`src/rtl/tdc_pkg.sv`:
```
// Shared definitions for the TDC sample buffer.
//   state_t  : accumulation FSM states (IDLE / ACCUM / PUSH)
//   SUM_W    : width of an accumulated result
//   CNT_W    : width of the per-result sample counter (covers 2^4 = 16)
//   PHASE_*  : readout byte phase (low byte first, then high nibble)
package tdc_pkg;

    localparam int SUM_W = 12;
    localparam int CNT_W = 5;

    typedef enum logic [1:0] {
        IDLE  = 2'd0,
        ACCUM = 2'd1,
        PUSH  = 2'd2
    } state_t;

    localparam logic PHASE_LO = 1'b0;
    localparam logic PHASE_HI = 1'b1;

endpackage

```
`src/rtl/tdc_result_fifo.sv`:
```
// Small synchronous FIFO holding accumulated TDC results.
// Ports:
//   clk, rst    : clock, synchronous active-high reset
//   push        : write push_data (accepted when not full, or when full with a pop)
//   push_data   : result to store
//   pop         : drop the head entry (ignored when empty)
//   pop_data    : head entry (combinational)
//   full, empty : occupancy flags
//   count       : number of stored entries, 0..DEPTH
// DEPTH must be a power of two and at least 2; pointers wrap naturally.
module tdc_result_fifo
    import tdc_pkg::*;
#(
    parameter int WIDTH = SUM_W,
    parameter int DEPTH = 4
) (
    input  logic                     clk,
    input  logic                     rst,
    input  logic                     push,
    input  logic [WIDTH-1:0]         push_data,
    input  logic                     pop,
    output logic [WIDTH-1:0]         pop_data,
    output logic                     full,
    output logic                     empty,
    output logic [$clog2(DEPTH):0]   count
);

    localparam int AW = $clog2(DEPTH);
    localparam int CW = AW + 1;

    logic [WIDTH-1:0] mem [DEPTH];
    logic [AW-1:0]    wr_ptr;
    logic [AW-1:0]    rd_ptr;
    logic [CW-1:0]    count_q;
    logic             do_push;
    logic             do_pop;

    assign full  = (count_q == CW'(DEPTH));
    assign empty = (count_q == '0);
    assign count = count_q;

    assign do_pop  = pop & ~empty;
    // When full, a same-cycle pop frees the slot being written (wr_ptr == rd_ptr).
    assign do_push = push & (~full | do_pop);

    assign pop_data = mem[rd_ptr];

    always_ff @(posedge clk) begin
        if (rst) begin
            wr_ptr  <= '0;
            rd_ptr  <= '0;
            count_q <= '0;
        end else begin
            if (do_push) wr_ptr <= wr_ptr + AW'(1);
            if (do_pop)  rd_ptr <= rd_ptr + AW'(1);
            case ({do_push, do_pop})
                2'b10:   count_q <= count_q + CW'(1);
                2'b01:   count_q <= count_q - CW'(1);
                default: count_q <= count_q;
            endcase
        end
    end

    always_ff @(posedge clk) begin
        if (do_push) mem[wr_ptr] <= push_data;
    end

endmodule

```
`src/rtl/tdc_sample_buffer.sv`:
```
// TDC sample buffer: synchronizes an asynchronous sample strobe, captures
// the delay-line thermometer code, sums 2^LOG2_AVG popcounts per result,
// buffers results in a FIFO and reads each result out as two bytes.
// Ports:
//   clk, rst    : clock, synchronous active-high reset
//   time_count  : thermometer code from the delay line
//   sample      : asynchronous capture strobe (rising edge = one sample)
//   out_data    : readout byte (low byte, then {4'b0, high nibble})
//   out_valid   : out_data valid (FIFO non-empty)
//   out_ready   : consumer accepts the byte when high with out_valid
//   fifo_full   : FIFO holds FIFO_DEPTH entries
//   overflow    : sticky, a result was dropped on a full FIFO
//   busy        : partial accumulation in progress
//
// state | meaning
// IDLE  | no partial sum; next popcount starts a new result
// ACCUM | partial sum held, waiting for more popcounts
// PUSH  | one cycle: write sum to FIFO, clear accumulator
module tdc_sample_buffer
    import tdc_pkg::*;
#(
    parameter int N_DELAY    = 16,
    parameter int LOG2_AVG   = 2,
    parameter int FIFO_DEPTH = 4
) (
    input  logic               clk,
    input  logic               rst,
    input  logic [N_DELAY-1:0] time_count,
    input  logic               sample,
    output logic [7:0]         out_data,
    output logic               out_valid,
    input  logic               out_ready,
    output logic               fifo_full,
    output logic               overflow,
    output logic               busy
);

    localparam int PW = $clog2(N_DELAY + 1);
    localparam int CW = $clog2(FIFO_DEPTH) + 1;
    localparam logic [CNT_W-1:0] N_AVG = CNT_W'(1 << LOG2_AVG);

    logic               sync_0;
    logic               sync_1;
    logic               sync_d;
    logic               sample_edge;

    logic [N_DELAY-1:0] tc_reg;
    logic               tc_vld;
    logic [PW-1:0]      pop_cnt;

    logic               pend;
    logic               pend_next;
    logic [PW-1:0]      pend_cnt;
    logic [PW-1:0]      pend_cnt_next;
    logic               avail;
    logic [PW-1:0]      src;

    state_t             state;
    state_t             state_next;
    logic [SUM_W-1:0]   acc;
    logic [SUM_W-1:0]   acc_next;
    logic [CNT_W-1:0]   cnt;
    logic [CNT_W-1:0]   cnt_next;
    logic               push;

    logic [SUM_W-1:0]   head;
    logic               fifo_full_int;
    logic               fifo_empty;
    logic [CW-1:0]      fifo_count;
    logic               phase;
    logic               accept;
    logic               pop_entry;

    // ---------------- strobe synchronizer and capture ----------------
    assign sample_edge = sync_1 & ~sync_d;

    always_ff @(posedge clk) begin
        if (rst) begin
            sync_0 <= 1'b0;
            sync_1 <= 1'b0;
            sync_d <= 1'b0;
            tc_reg <= '0;
            tc_vld <= 1'b0;
        end else begin
            sync_0 <= sample;
            sync_1 <= sync_0;
            sync_d <= sync_1;
            tc_vld <= sample_edge;
            if (sample_edge) tc_reg <= time_count;
        end
    end

    // Counting every set bit tolerates bubbles in the thermometer code.
    always_comb begin
        pop_cnt = '0;
        for (int i = 0; i < N_DELAY; i++) begin
            pop_cnt = pop_cnt + PW'(tc_reg[i]);
        end
    end

    // ---------------- accumulation FSM ----------------
    // A popcount that arrived during PUSH waits in the pending slot and is
    // consumed ahead of any newer one.
    assign avail = pend | tc_vld;
    assign src   = pend ? pend_cnt : pop_cnt;

    always_ff @(posedge clk) begin
        if (rst) begin
            state    <= IDLE;
            acc      <= '0;
            cnt      <= '0;
            pend     <= 1'b0;
            pend_cnt <= '0;
        end else begin
            state    <= state_next;
            acc      <= acc_next;
            cnt      <= cnt_next;
            pend     <= pend_next;
            pend_cnt <= pend_cnt_next;
        end
    end

    always_comb begin
        state_next    = state;
        acc_next      = acc;
        cnt_next      = cnt;
        pend_next     = pend;
        pend_cnt_next = pend_cnt;
        push          = 1'b0;

        case (state)
            IDLE: begin
                if (avail) begin
                    acc_next   = SUM_W'(src);
                    cnt_next   = CNT_W'(1);
                    state_next = (LOG2_AVG == 0) ? PUSH : ACCUM;
                    if (pend) begin
                        pend_next     = tc_vld;
                        pend_cnt_next = pop_cnt;
                    end
                end
            end
            ACCUM: begin
                if (avail) begin
                    acc_next = acc + SUM_W'(src);
                    cnt_next = cnt + CNT_W'(1);
                    if (cnt + CNT_W'(1) == N_AVG) state_next = PUSH;
                    if (pend) begin
                        pend_next     = tc_vld;
                        pend_cnt_next = pop_cnt;
                    end
                end
            end
            PUSH: begin
                push       = 1'b1;
                acc_next   = '0;
                cnt_next   = '0;
                state_next = IDLE;
                if (tc_vld && !pend) begin
                    pend_next     = 1'b1;
                    pend_cnt_next = pop_cnt;
                end
            end
            default: begin
                state_next = IDLE;
            end
        endcase
    end

    assign busy = (state == ACCUM);

    // ---------------- result FIFO and byte readout ----------------
    tdc_result_fifo #(
        .WIDTH (SUM_W),
        .DEPTH (FIFO_DEPTH)
    ) u_fifo (
        .clk       (clk),
        .rst       (rst),
        .push      (push),
        .push_data (acc),
        .pop       (pop_entry),
        .pop_data  (head),
        .full      (fifo_full_int),
        .empty     (fifo_empty),
        .count     (fifo_count)
    );

    assign out_valid = ~fifo_empty;
    assign accept    = out_valid & out_ready;
    assign pop_entry = accept & (phase == PHASE_HI);
    assign fifo_full = (fifo_count == CW'(FIFO_DEPTH));

    always_comb begin
        out_data = 8'h00;
        if (out_valid) begin
            out_data = (phase == PHASE_LO) ? head[7:0] : {4'b0000, head[SUM_W-1:8]};
        end
    end

    always_ff @(posedge clk) begin
        if (rst) begin
            phase    <= PHASE_LO;
            overflow <= 1'b0;
        end else begin
            if (accept) phase <= ~phase;
            if (push && fifo_full_int && !pop_entry) overflow <= 1'b1;
        end
    end

endmodule

```
`config.mk`:
```
export PLATFORM = sky130hd
export DESIGN_NAME = tdc_sample_buffer
export DESIGN_NICKNAME = d
export VERILOG_FILES = /design/src/rtl/tdc_pkg.sv /design/src/rtl/tdc_result_fifo.sv /design/src/rtl/tdc_sample_buffer.sv
export SDC_FILE = /design/constraint.sdc
export NUM_CORES = 1
export LEC_CHECK = 0
export CORE_AREA = 2 2 128 130
export CTS_BUF_LIST = sky130_fd_sc_hd__clkbuf_4 sky130_fd_sc_hd__clkbuf_8 sky130_fd_sc_hd__clkbuf_16
export DETAILED_ROUTE_END_ITERATION = 10
export DIE_AREA = 0 0 130 132
export GPL_TIMING_DRIVEN = 0
export PLACE_DENSITY = 0.51
export SLEW_MARGIN = 20
export SYNTH_ARGS = -nofsm -noshare
export SYNTH_HDL_FRONTEND = slang
export SYNTH_SLANG_ARGS = --single-unit
```
`constraint.sdc`:
```
create_clock -name clk -period 11.7 [get_ports clk]
set_clock_uncertainty 0.15 [all_clocks]
set_input_delay 1.755 -clock clk [delete_from_list [all_inputs] [get_ports clk]]
set_output_delay 1.755 -clock clk [all_outputs]
set_load 0.1 [all_outputs]
```
==> impl_results.md <==
* Avg Synthesized Cell Area at 11.31 um2
* Busiest grt layer: met2
* CP endpoint kind: register
* Layout cell share with drive strength beyond 1 at 10.26%
* Grt ovf at 0
* Top FF cell, synth: dfxtp_1
* Max reg flops at 48
* Wirelength per Cell at approximately 15 um
* Hold crit path type: reg2reg
* Chip height at ~130 um
* Fmax at ~200 MHz
* Post-synthesis cell type count at 63
* Worst slew margin at approximately a third
* Antenna violations before repair at 0
* Largest net degree at the start of global routing at 20
* Number of diodes at 0
* Synth Area in Simple Gates at 14.99%
* Adder-Cell Fraction of Synth Area at 9.617%
* Max-cap violation count at 0
* Final Hold Fails at 0
* Vias in the first global route at 3460
* Status: completed
* Initial core utilization at approximately a third
* Clock Latency Late Sink at ~0.36 ns
* First-pass GRT wire length at between 15000 and 20000 um
* Synth cell count leaders: dfxtp_1, edfxtp_1, nand2_1
* Yosys top cell area share at 28.26%
* Layout area overhead at 17.42%
* DR vias/cell at 4.792
* CP Data Required Time at roughly 12 ns
* Num CTS Buffers at 9
* Setup TNS at 0 ns
* CP arrival at 5.23 ns
* Synth Area in Compound Gates at about an eighth
* R2R setup slack at ~6.6 ns
* Cts hold-fix bufs at 0
* Fillers at 1527
* IO Pins at 32
* Number of synthesized flops with an enable pin at 48
* Final #Nets at around 540
* Fin. max-slew vios at 0
* Core area at around 16000 um2
* GP Congestion at 0.8062
* Fin crit period at between 5 and 6 ns
* Sequential fraction of the synthesis area at around 50%
* Post-route insts no fill at 713
* GR Util met3 at under 10%
* Drt first pass iters at 4
* Unrepaired setup endpoints after global routing: false
* Final instance area at ~6000 um2
* H-tree depth at 3
* Post-synthesis mux area share at about 7.7%
* Final WL at around 10000 um
* # clock sinks at around 100
* Pwr/cell area at ~140 nW/um2
* # Post-CTS Setup Buffers at 0
* Chip width at approximately 130 um
* Met1 Use GR at 17.69%
* Mapped Area at just over 5000 um2
* Post-Syn Nets at just over 500
* DR DRC count at 0
* YS warnings at 0
* XOR/XNOR Fraction of Synth Area at 1.546%
* Cell Rows at 46
* # port buffers at 30
* Slew @ Worst Pin at 0.9693 ns
* Remaining antenna violation count after routing at 0
* Final setup margin at between 6 and 7 ns
* Main combinational cell family by area after synthesis: simple AND/OR/NAND/NOR gates
* Final hold slack at 0.2880 ns
* Worst VDD drop at between 0.08 and 0.09 mV
* Cells after Synth at about 450
* Register bit total from synthesis at 104
* Synth area leader: edfxtp_1
* Placed Area at ~5700 um2
* Crit Path Max Fanout at 6
* Setup violators final at 0
* Pleak at 2.052 nW
* Final cycle utilization of the critical path at a little over two fifths
* Critical Path Start Type: register
* Synth area leaders: edfxtp_1, dfxtp_1, mux4_2
* Post-Place Cells at about 700
* Starting DRC count in detailed routing at ~220
* Async set-reset flop share out of synthesis at 0%
* Count leader, synth: dfxtp_1
* Deepest clock path buffer count at 2
* Routed via count at between 3000 and 4000
* Met2 Usage GRT at between 20% and 30%
* Crit path kind: reg2reg
* Detailed Place HPWL at between 7000 and 8000 um
* CTS clock-pin slew for the worst setup and hold paths at around 0.070 ns
* Post-cts resize count at 0
* Root Buffer: clkbuf_16
* Die Area at 17160 um2
* Pre-CTS WS at 6.599 ns
* CTS tree: yes
* All-layer global routing usage at 13.24%
-- cell usage in the layout, fill, tap and decap left out, types with 20 or more instances in the layout --
cell type | netlist | layout
clkdlybuf4s50_1 | 0 | 30
edfxtp_1 | 48 | 48
dfxtp_1 | 56 | 56
nor2_1 | 25 | 25
nand2_1 | 47 | 47
ha_1 | 20 | 20
a21oi_1 | 28 | 28
inv_1 | 33 | 33
-- final timing paths --
kind	start	depth (start not counted)	to
setup / recovery	tc_reg[0]$_SDFFE_PP0P_	15	acc[6]$_SDFFE_PP0P_
hold / removal	sync_d$_SDFF_PP0_	1	tc_vld$_SDFF_PP0_
setup reg to reg	tc_reg[0]$_SDFFE_PP0P_	15	acc[6]$_SDFFE_PP0P_
hold reg to reg	sync_d$_SDFF_PP0_	1	tc_vld$_SDFF_PP0_
-- worst max-delay path: stages (launching register included) --
cell and delay (ns):
dfxtp_1 0.33, fa_1 0.53, inv_1 0.06, fa_1 0.55, fa_1 0.45, fa_1 0.50
inv_1 0.04, ha_1 0.20, fa_1 0.41, xor2_1 0.17, mux2_2 0.29, ha_1 0.38
nor2b_1 0.27, o31ai_2 0.13, a211oi_1 0.35, mux2i_1 0.22
-- metrics by stage --
| step | total power (W) | utilization [%] |
|---|---|---|
| floorplan | 0.0004685 | - |
| global placement | 0.0004974 | 36.09 |
| detailed placement | 0.0005003 | 36.09 |
| CTS | 0.0008217 | 38.11 |
| global route | 0.0008446 | 38.11 |
| finish | 0.0008091 | 38.11 |
-- per-layer routing --
metal / vias up / share of wire (%)
met2: 37 / 47
li1: 1698 / -
met3: 11 / 2.6
met1: 1671 / 49
met5: - / 0
met4: 0 / 1.6
-- cells by family after synthesis --
logic type / Yosys count
buffers and inverters: 50
DFF: 104
muxes: 24
and+or+nand+nor: 147
adders and majority gates: 32
xor gates and xnor gates: 9
AOI/OAI and AO/OA: 85
-- where the power goes --
group | internal [W] | switching (W)
clock | 0.000177 | 0.000141
combinational | 0.0000368 | 0.0000671
sequential | 0.000382 | 0.00000550
-- cell type report --
type,count,area (um2),share of cell area (%)
Tap cell,216,270.3,4.513
Multi-Input combinational cell,297,2332,38.95
Clock buffer,10,239.0,3.991
Timing Repair Buffer,30,300.3,5.015
Sequential cell,104,2562,42.79
Inverter,33,123.9,2.069
Clock inverter,6,78.83,1.316
Buffer,17,81.33,1.358
(Power assumes the default switching activity.)
